File: src/rtl/la_status_seq_monitor.sv
// la_status_seq_monitor
// Watches a firmware progress code and checks that a programmed ordered list of
// codes appears, each held stable for STABLE_CYCLES, before a global timeout.
// Reports busy/started/passed/failed, the accepted step count and a heartbeat.
module la_status_seq_monitor #(
  parameter int STATUS_W       = 4,
  parameter int DEPTH          = 4,
  parameter int STABLE_CYCLES  = 2,
  parameter int TIMEOUT_CYCLES = 50000,
  parameter int HEARTBEAT      = 1000
) (
  input  logic                         core_clk,
  input  logic                         core_rstn,
  input  logic                         enable,
  input  logic [DEPTH*STATUS_W-1:0]    seq_codes,
  input  logic [$clog2(DEPTH+1)-1:0]   seq_len,
  input  logic [STATUS_W-1:0]          status,
  output logic                         busy,
  output logic                         started,
  output logic                         passed,
  output logic                         failed,
  output logic [$clog2(DEPTH+1)-1:0]   step,
  output logic                         hb_tick
);

  localparam int STEP_W = $clog2(DEPTH + 1);
  localparam int STAB_W = $clog2(STABLE_CYCLES + 1);
  localparam int TMO_W  = $clog2(TIMEOUT_CYCLES + 1);
  localparam int HB_W   = (HEARTBEAT > 1) ? $clog2(HEARTBEAT) : 1;

  typedef enum logic [1:0] {
    ST_IDLE = 2'd0,
    ST_RUN  = 2'd1,
    ST_PASS = 2'd2,
    ST_FAIL = 2'd3
  } state_t;

  // Select the expected code for a given step index (index < DEPTH while running).
  function automatic logic [STATUS_W-1:0] code_at(
    input logic [DEPTH*STATUS_W-1:0] codes,
    input logic [STEP_W-1:0]         idx
  );
    code_at = {STATUS_W{1'b0}};
    for (int k = 0; k < DEPTH; k++) begin
      code_at = (idx == STEP_W'(k)) ? codes[k*STATUS_W +: STATUS_W] : code_at;
    end
  endfunction

  state_t                      state_r, state_nx_s;
  logic                        en_d_r, en_d_nx_s;
  logic [DEPTH*STATUS_W-1:0]   codes_r, codes_nx_s;
  logic [STEP_W-1:0]           len_r, len_nx_s;
  logic [STEP_W-1:0]           step_r, step_nx_s;
  logic [STAB_W-1:0]           stab_r, stab_nx_s;
  logic [TMO_W-1:0]            tmo_r, tmo_nx_s;
  logic [HB_W-1:0]             hb_r, hb_nx_s;
  logic                        busy_r, busy_nx_s;
  logic                        started_r, started_nx_s;
  logic                        passed_r, passed_nx_s;
  logic                        failed_r, failed_nx_s;
  logic                        hb_tick_r, hb_tick_nx_s;

  logic                        rise_s;
  logic [STEP_W-1:0]           len_clamp_s;
  logic                        match_s;
  logic                        accept_s;
  logic [STAB_W-1:0]           stab_inc_s, stab_run_s;
  logic [STEP_W-1:0]           step_run_s;
  logic [TMO_W-1:0]            tmo_run_s;
  logic [HB_W-1:0]             hb_run_s;
  logic                        hb_wrap_s;

  // Per-cycle RUN datapath: stability filter, step advance, saturating timeout and heartbeat.
  always_comb begin
    rise_s      = enable & ~en_d_r;
    len_clamp_s = (seq_len > STEP_W'(DEPTH)) ? STEP_W'(DEPTH) : seq_len;
    match_s     = (status == code_at(codes_r, step_r));
    stab_inc_s  = (stab_r == {STAB_W{1'b1}}) ? stab_r : stab_r + STAB_W'(1);
    accept_s    = match_s && (stab_inc_s == STAB_W'(STABLE_CYCLES));
    tmo_run_s   = (tmo_r == {TMO_W{1'b1}}) ? tmo_r : tmo_r + TMO_W'(1);
    if (!match_s) begin
      stab_run_s = STAB_W'(0);
      step_run_s = step_r;
    end else if (accept_s) begin
      // Each acceptance restarts the filter, so repeated codes need a fresh hold.
      stab_run_s = STAB_W'(0);
      step_run_s = (step_r == STEP_W'(DEPTH)) ? step_r : step_r + STEP_W'(1);
    end else begin
      stab_run_s = stab_inc_s;
      step_run_s = step_r;
    end
    if (HEARTBEAT == 0) begin
      hb_run_s  = HB_W'(0);
      hb_wrap_s = 1'b0;
    end else if (hb_r >= HB_W'(HEARTBEAT - 1)) begin
      hb_run_s  = HB_W'(0);
      hb_wrap_s = 1'b1;
    end else begin
      hb_run_s  = hb_r + HB_W'(1);
      hb_wrap_s = 1'b0;
    end
  end

  // Next-state and next-output logic for IDLE/RUN/PASS/FAIL.
  always_comb begin
    state_nx_s   = state_r;
    en_d_nx_s    = enable;
    codes_nx_s   = codes_r;
    len_nx_s     = len_r;
    step_nx_s    = step_r;
    stab_nx_s    = stab_r;
    tmo_nx_s     = tmo_r;
    hb_nx_s      = hb_r;
    busy_nx_s    = busy_r;
    started_nx_s = started_r;
    passed_nx_s  = passed_r;
    failed_nx_s  = failed_r;
    hb_tick_nx_s = 1'b0;
    case (state_r)
      ST_IDLE: begin
        if (rise_s) begin
          codes_nx_s   = seq_codes;
          len_nx_s     = len_clamp_s;
          step_nx_s    = STEP_W'(0);
          stab_nx_s    = STAB_W'(0);
          tmo_nx_s     = TMO_W'(0);
          hb_nx_s      = HB_W'(0);
          started_nx_s = 1'b0;
          failed_nx_s  = 1'b0;
          if (len_clamp_s == STEP_W'(0)) begin
            // Empty sequence is trivially satisfied.
            state_nx_s  = ST_PASS;
            busy_nx_s   = 1'b0;
            passed_nx_s = 1'b1;
          end else begin
            state_nx_s  = ST_RUN;
            busy_nx_s   = 1'b1;
            passed_nx_s = 1'b0;
          end
        end else begin
          state_nx_s = ST_IDLE;
          busy_nx_s  = 1'b0;
        end
      end
      ST_RUN: begin
        if (!enable) begin
          // Abort keeps started/step visible for post-mortem inspection.
          state_nx_s = ST_IDLE;
          busy_nx_s  = 1'b0;
        end else begin
          stab_nx_s    = stab_run_s;
          step_nx_s    = step_run_s;
          tmo_nx_s     = tmo_run_s;
          hb_nx_s      = hb_run_s;
          started_nx_s = started_r | (accept_s & (step_r == STEP_W'(0)));
          if (step_run_s == len_r) begin
            // Final accept beats a coincident timeout.
            state_nx_s  = ST_PASS;
            busy_nx_s   = 1'b0;
            passed_nx_s = 1'b1;
          end else if (tmo_run_s == TMO_W'(TIMEOUT_CYCLES)) begin
            state_nx_s  = ST_FAIL;
            busy_nx_s   = 1'b0;
            failed_nx_s = 1'b1;
          end else begin
            state_nx_s   = ST_RUN;
            busy_nx_s    = 1'b1;
            hb_tick_nx_s = hb_wrap_s;
          end
        end
      end
      ST_PASS, ST_FAIL: begin
        if (!enable) begin
          state_nx_s = ST_IDLE;
        end else begin
          state_nx_s = state_r;
        end
        busy_nx_s = 1'b0;
      end
      default: begin
        state_nx_s = ST_IDLE;
        busy_nx_s  = 1'b0;
      end
    endcase
  end

  // State and output registers with synchronous active-low reset.
  always_ff @(posedge core_clk) begin
    if (!core_rstn) begin
      state_r   <= ST_IDLE;
      en_d_r    <= 1'b0;
      codes_r   <= {(DEPTH*STATUS_W){1'b0}};
      len_r     <= STEP_W'(0);
      step_r    <= STEP_W'(0);
      stab_r    <= STAB_W'(0);
      tmo_r     <= TMO_W'(0);
      hb_r      <= HB_W'(0);
      busy_r    <= 1'b0;
      started_r <= 1'b0;
      passed_r  <= 1'b0;
      failed_r  <= 1'b0;
      hb_tick_r <= 1'b0;
    end else begin
      state_r   <= state_nx_s;
      en_d_r    <= en_d_nx_s;
      codes_r   <= codes_nx_s;
      len_r     <= len_nx_s;
      step_r    <= step_nx_s;
      stab_r    <= stab_nx_s;
      tmo_r     <= tmo_nx_s;
      hb_r      <= hb_nx_s;
      busy_r    <= busy_nx_s;
      started_r <= started_nx_s;
      passed_r  <= passed_nx_s;
      failed_r  <= failed_nx_s;
      hb_tick_r <= hb_tick_nx_s;
    end
  end

  assign busy    = busy_r;
  assign started = started_r;
  assign passed  = passed_r;
  assign failed  = failed_r;
  assign step    = step_r;
  assign hb_tick = hb_tick_r;

endmodule

File: config.mk
export PLATFORM = sky130hd
export DESIGN_NAME = la_status_seq_monitor
export DESIGN_NICKNAME = d
export VERILOG_FILES = /design/src/rtl/la_status_seq_monitor.sv
export SDC_FILE = /design/constraint.sdc
export NUM_CORES = 1
export LEC_CHECK = 0
export ABC_CLOCK_PERIOD_IN_PS = 5600
export CAP_MARGIN = 20
export CORE_MARGIN = 1.5
export CORE_UTILIZATION = 50
export CTS_CLUSTER_DIAMETER = 30
export DETAILED_ROUTE_END_ITERATION = 10
export GPL_TIMING_DRIVEN = 0
export PLACE_DENSITY = 0.72
export SYNTH_ARGS = -nofsm -noshare
export SYNTH_HDL_FRONTEND = slang
export SYNTH_SLANG_ARGS = --single-unit
export TNS_END_PERCENT = 30
File: constraint.sdc
create_clock -name core_clk -period 5.6 [get_ports core_clk]
set_input_delay 1.4 -clock core_clk [delete_from_list [all_inputs] [get_ports core_clk]]
set_output_delay 1.4 -clock core_clk [all_outputs]
set_load 0.05 [all_outputs]
Yosys cells after proc, flatten, opt, wreduce, memory -nomap -nowiden
Cells that the tools add are included.
{ "totals": {"register_bits": 58, "latch_bits": 0, "mem_bits_rw": 0, "mem_bits_ro": 0, "input_bits": 26, "out_inout_bits": 8, "elab_cells": 107, "n_memories": 0} }
{ "classes": {"n_addsub": 4, "n_mul": 0, "div": 0, "magnitude_cmp": 2, "n_eq_ne": 19, "shift": 0, "n_mux": 51, "bitwise_logic": 7, "n_reduce_logical": 11} }
{ "ops": {"columns": ["operator", "n"], "rows": [
  ["$mux 16", 3],
  ["$eq 16x16->1 const B", 2],
  ["$pmux 16 s2", 1],
  ["$mux 10", 3],
  ["$mux 2", 11],
  ["$pmux 10 s2", 1],
  ["$mux 3", 6],
  ["$add 16x1->16 const B", 1],
  ["$mux 4", 4],
  ["$mux 1", 15],
  ["$ne 2x2->1 const B", 6],
  ["$add 10x1->10 const B", 1],
  ["$ge 10x10->1 const B", 1],
  ["$eq 2x2->1 const B", 4],
  ["$eq 3x2->1 const B", 2],
  ["$logic_not 3->1", 2],
  ["$pmux 1 s2", 3],
  ["$pmux 2 s3", 1],
  ["$pmux 3 s2", 1],
  ["$reduce_and 5->1", 1],
  ["$reduce_or 5->1", 1],
  ["$eq 4x4->1", 1],
  ["$not 1->1", 4],
  ["$pmux 2 s2", 1],
  ["other kinds (17)", 18]
]} }

Depth between registers and ports, before layout
{ "logic_depth": {"ltp_word": 13, "depth_mapped": 12, "mapped_depth_nobuf": 10} }

Worst setup path before layout
No wires, ideal clock.
{ "synth_timing": {"kind": "input to register", "from": "input port status[1]", "to": "register state_r[1]", "setup_ns": 0.120, "arrival_time_ns": 3.054, "required_time_ns": 5.480, "slack_ns": 2.426, "path_stages": 7, "n_path_buf": 0, "cell_sequence": "xor2_1 -> o41ai_2 -> nand4_2 -> o41a_1 -> o21a_1 -> a2bb2oi_2 -> o31a_1"} }
{ "synth_between": {"elab_chain_len": 8} }
{ "synth_lines": {"columns": ["element", "line_no", "text"], "rows": [
  ["from (decl)", "17", "input logic [STATUS_W-1:0] status,"],
  ["$eq 4x4->1 *", "77", "match_s = (status == code_at(codes_r, step_r));"],
  ["$logic_and 1x1->1", "79", "accept_s = match_s && (stab_inc_s == STAB_W'(STABLE_CYCLES));"],
  ["$mux 3", "84", "end else if (accept_s) begin"],
  ["$mux 3 *", "81", "if (!match_s) begin"],
  ["$eq 3x3->1 *", "156", "if (step_run_s == len_r) begin"],
  ["$mux 2 *", "156", null],
  ["$mux 2 *", "146", "if (!enable) begin"],
  ["$pmux 2 s3 *", "119", "case (state_r)"],
  ["to (signal assigned)", "204", "state_r <= state_nx_s;"],
  ["to (decl)", "49", "state_t state_r, state_nx_s;"]
]} }
Mark *: on every way between the ends. The rest lies on a longest branch, timed or not.
A chain may end at the register's enable or synchronous reset.

Worst setup path in the final report
{ "layout_timing": {"from": "input port status[1]", "to": "register hb_tick_r (netlist: hb_tick)"} }
{ "layout_between": {"elab_chain_len": 6} }
{ "layout_lines": {"columns": ["element", "line_no", "text"], "rows": [
  ["$eq 4x4->1 *", "77", null],
  ["$logic_and 1x1->1", "79", null],
  ["$mux 3", "84", null],
  ["$mux 3 *", "81", null],
  ["$eq 3x3->1 *", "156", null],
  ["$reduce_or 5->1 (no source line) *", null, null],
  ["to (signal assigned)", "216", "hb_tick_r <= hb_tick_nx_s;"],
  ["to (decl)", "61", "logic hb_tick_r, hb_tick_nx_s;"]
]} }
Marks and branches as above.

==> out/qor.csv <==
metric;value;unit
status;completed;
Max FO, Critical Path;6;
diode count;0;
num rows;29;
Hold Violations, Final;0;
Bufs and invs on worst path;1;
Pleak;1.45;nW
HP Class;flip-flop to flip-flop;
clk_lat worst skew;0.35;ns
commonest non-fill, non-tap cell in the layout;nand2_1;
GRT busiest layer;met2;
Syn Area/Cell;7.98;um^2
Cell Area, Synth;3280;um^2
wirelength, routed;8330;um
final setup TNS;0;ns
Synth area leaders;dfxtp_1 (35%), nand2_1 (7.7%), a21oi_1 (6.1%);
CTS buffer count;9;
Die Width;84.0;um
Reg-to-Reg End;hb_tick$_SDFF_PP0_;
Clock transition at path regs;0.07;ns
CTS Sinks;58;
Worst-Margin Slew;0.718;ns
R2R cell count;10;
Slew Viols, Final;0;
RSZ-0062 raised after global routing;no;
Netlist cell types;61;
count of flip-flops with a built-in enable after synthesis;0;
total congestion overflow;0;
Critical Path Sink;hb_tick$_SDFF_PP0_;
Final Setup Violations;0;
DR vias/cell;5.81;
area added between synthesis and finish;19.2;%
Core Box Area;6350;um^2
post-route design area;3910;um^2
Routed Antenna Nets;0;
Starting Density;51.6;%
final period utilization;63.0;%
Pwr Total;0.000931;W
Power Dens Cells;238;nW/um^2
Crit path largest cell delay;0.46;ns
peak supply drop;0.234;mV
Fmax;283;MHz
Largest delay share family, worst path;compound AO/OA/AOI/OAI gates;
met2 GRT Util;38.6;%
hold_ws;0.457;ns
# port buffers;33;
Setup Skew;0.00816;ns
vias in the first global route;3043;
MaxCap Viol Count;0;
Root Buffer;clkbuf_8;
most frequent cells in the layout;nand2_1 (67), dfxtp_1 (58), a21oi_1 (40), nor2_1 (36), clkdlybuf4s50_1 (33);
FILL cells;598;
post-CTS sizing;0;
htree depth;3;
post-synth top area cell;dfxtp_1;
total die area;7050;um^2
DRC;0;
dpl cell area;3700;um^2
Final nets;488;
share of layout cells above drive strength 1;8.04;%
critical path depth;8;
hold buffers post-CTS;0;
Die Ht;84.0;um
Via Count;3122;
GRT Resource Usage Total;25.1;%
Slowest cell on crit path;clkdlybuf4s50_1;
Synth Warn #;0;
Synth Register Bits;58;
critical path data required time;5.82;ns
IO Count;34;
share of the synthesized area in the top cell type;35.4;%
initial antenna violation count;0;
FF-to-FF setup slack;2.58;ns
worst r2r src;step[0]$_SDFFE_PN0P_;
drt first pass iters;4;
critical path capture point type;flip-flop;
drt wl/cell;15.5;um
initial drt markers;165;
met3 global-route usage;3.96;%
prevailing post-synth register cell;dfxtp_1;
WP data arrival;3.75;ns
CP Class;input port to flip-flop;
Startpoint Class;input port;
Final HPWL DP;5990;um
Setup Buffers After CTS;0;
Rel. slew slack;52.1;%
asr flop ratio synth;0;%
cell count after synthesis;411;
Global Route met1 Usage;33.8;%
Max Root-Sink Buffers;2;
largest net degree at the start of global routing;12;
syn nets;444;
global-route wire length before repair;14200;um
fin crit period;3.53;ns
Cell Chain, Critical Path;clkdlybuf4s50_1 -> xor2_1 -> o41ai_2 -> nand4_2 -> o41a_1 -> o21a_1 -> a2bb2oi_2 -> nor4_1;
sequential share of the synthesized area;35.4;%
Final Wtd Congestion;0.898;
CTS tree;yes;
CP startpoint;status[1];
==> cells by family (layout without fill, tap and decap cells) <==
group	Yosys count	after routing	synth area share (%)
fa+ha+maj	7	7	2.67
simple gates	187	187	29.9
buf+inv	29	78	3.97
xor+xnor	14	14	3.74
compound gates	110	110	22.4
flops	58	58	35.4
mux	6	6	1.87
==> per-stage QoR <==
| stage | instances | worst slack [ns] | utilization [%] |
|---|---|---|---|
| 2_1_floorplan | 411 | 2.43 | - |
| 3_3_place_gp | 521 | 1.71 | 58.3 |
| 3_5_place_dp | 521 | 1.71 | 58.3 |
| 5_1_grt | 537 | 1.92 | 61.6 |
| 6_report | 537 | 2.07 | 61.6 |
| 4_1_cts | 537 | 2.07 | 61.6 |
==> synth_stat cells, types with 6 or more instances <==
| library cell | count |
|---|---|
| nor4_1 | 10 |
| inv_1 | 10 |
| nor2b_1 | 8 |
| clkbuf_1 | 13 |
| ha_1 | 7 |
| a211oi_1 | 6 |
| nand3_1 | 15 |
| xor2_1 | 9 |
| nor2_1 | 36 |
| and3_1 | 6 |
| a21oi_1 | 40 |
| nor3_1 | 13 |
| dfxtp_1 | 58 |
| o21ai_0 | 21 |
| nand2_1 | 67 |
==> state kept, by name (all words and copies together) (netlist names) <==
register,flops
len_r,3
en_d_r,1
started,1
passed,1
busy,1
failed,1
tmo_r,16
codes_r,16
step,3
hb_tick,1
state_r,2
stab_r,2
hb_r,10
==> cell type report <==
| class | count | area, um^2 | area share (%) |
|---|---|---|---|
| Multi-Input combinational cell | 324 | 1990 | 50.8 |
| Sequential cell | 58 | 1160 | 29.7 |
| Timing Repair Buffer | 33 | 330 | 8.45 |
| Clock buffer | 10 | 138 | 3.52 |
| Tap cell | 77 | 96.3 | 2.46 |
| Buffer | 19 | 92.6 | 2.37 |
| Clock inverter | 6 | 66.3 | 1.70 |
| Inverter | 10 | 37.5 | 0.960 |
==> layer usage <==
metal,wire length (um),vias to the layer above
met5,0,-
met4,186,0
met3,372,17
met2,3790,82
met1,3980,1445
li1,-,1578
==> worst register-to-register path: stages, from the launching register on <==
cell and delay, ns:
dfxtp_1 0.47, inv_1 0.10, ha_1 0.26, nor2b_4 0.16, a221oi_1 0.32, mux2i_1 0.22, nand2_1 0.17, o41a_1 0.46
o21a_1 0.18, a2bb2oi_2 0.20, nor4_1 0.35
==> how the worst min path moves through the flow <==
stage                                        from  cells after the start                      end
after floorplan            stab_r[0]$_SDFFE_PN0P_                      2   stab_r[0]$_SDFFE_PN0P_
after global placement     stab_r[0]$_SDFFE_PN0P_                      2   stab_r[0]$_SDFFE_PN0P_
after detailed placement  codes_r[1]$_SDFFE_PN0P_                      2  codes_r[1]$_SDFFE_PN0P_
after CTS                  stab_r[0]$_SDFFE_PN0P_                      2   stab_r[0]$_SDFFE_PN0P_
after global routing      codes_r[3]$_SDFFE_PN0P_                      2  codes_r[3]$_SDFFE_PN0P_
final                      stab_r[0]$_SDFFE_PN0P_                      2   stab_r[0]$_SDFFE_PN0P_
==> report_power, final <==
group / switching [W] / internal (W)
registers: 0.00000800 / 0.000424
logic: 0.0000586 / 0.0000405
clock network: 0.000182 / 0.000217
Power figures use the tool's default switching activity.
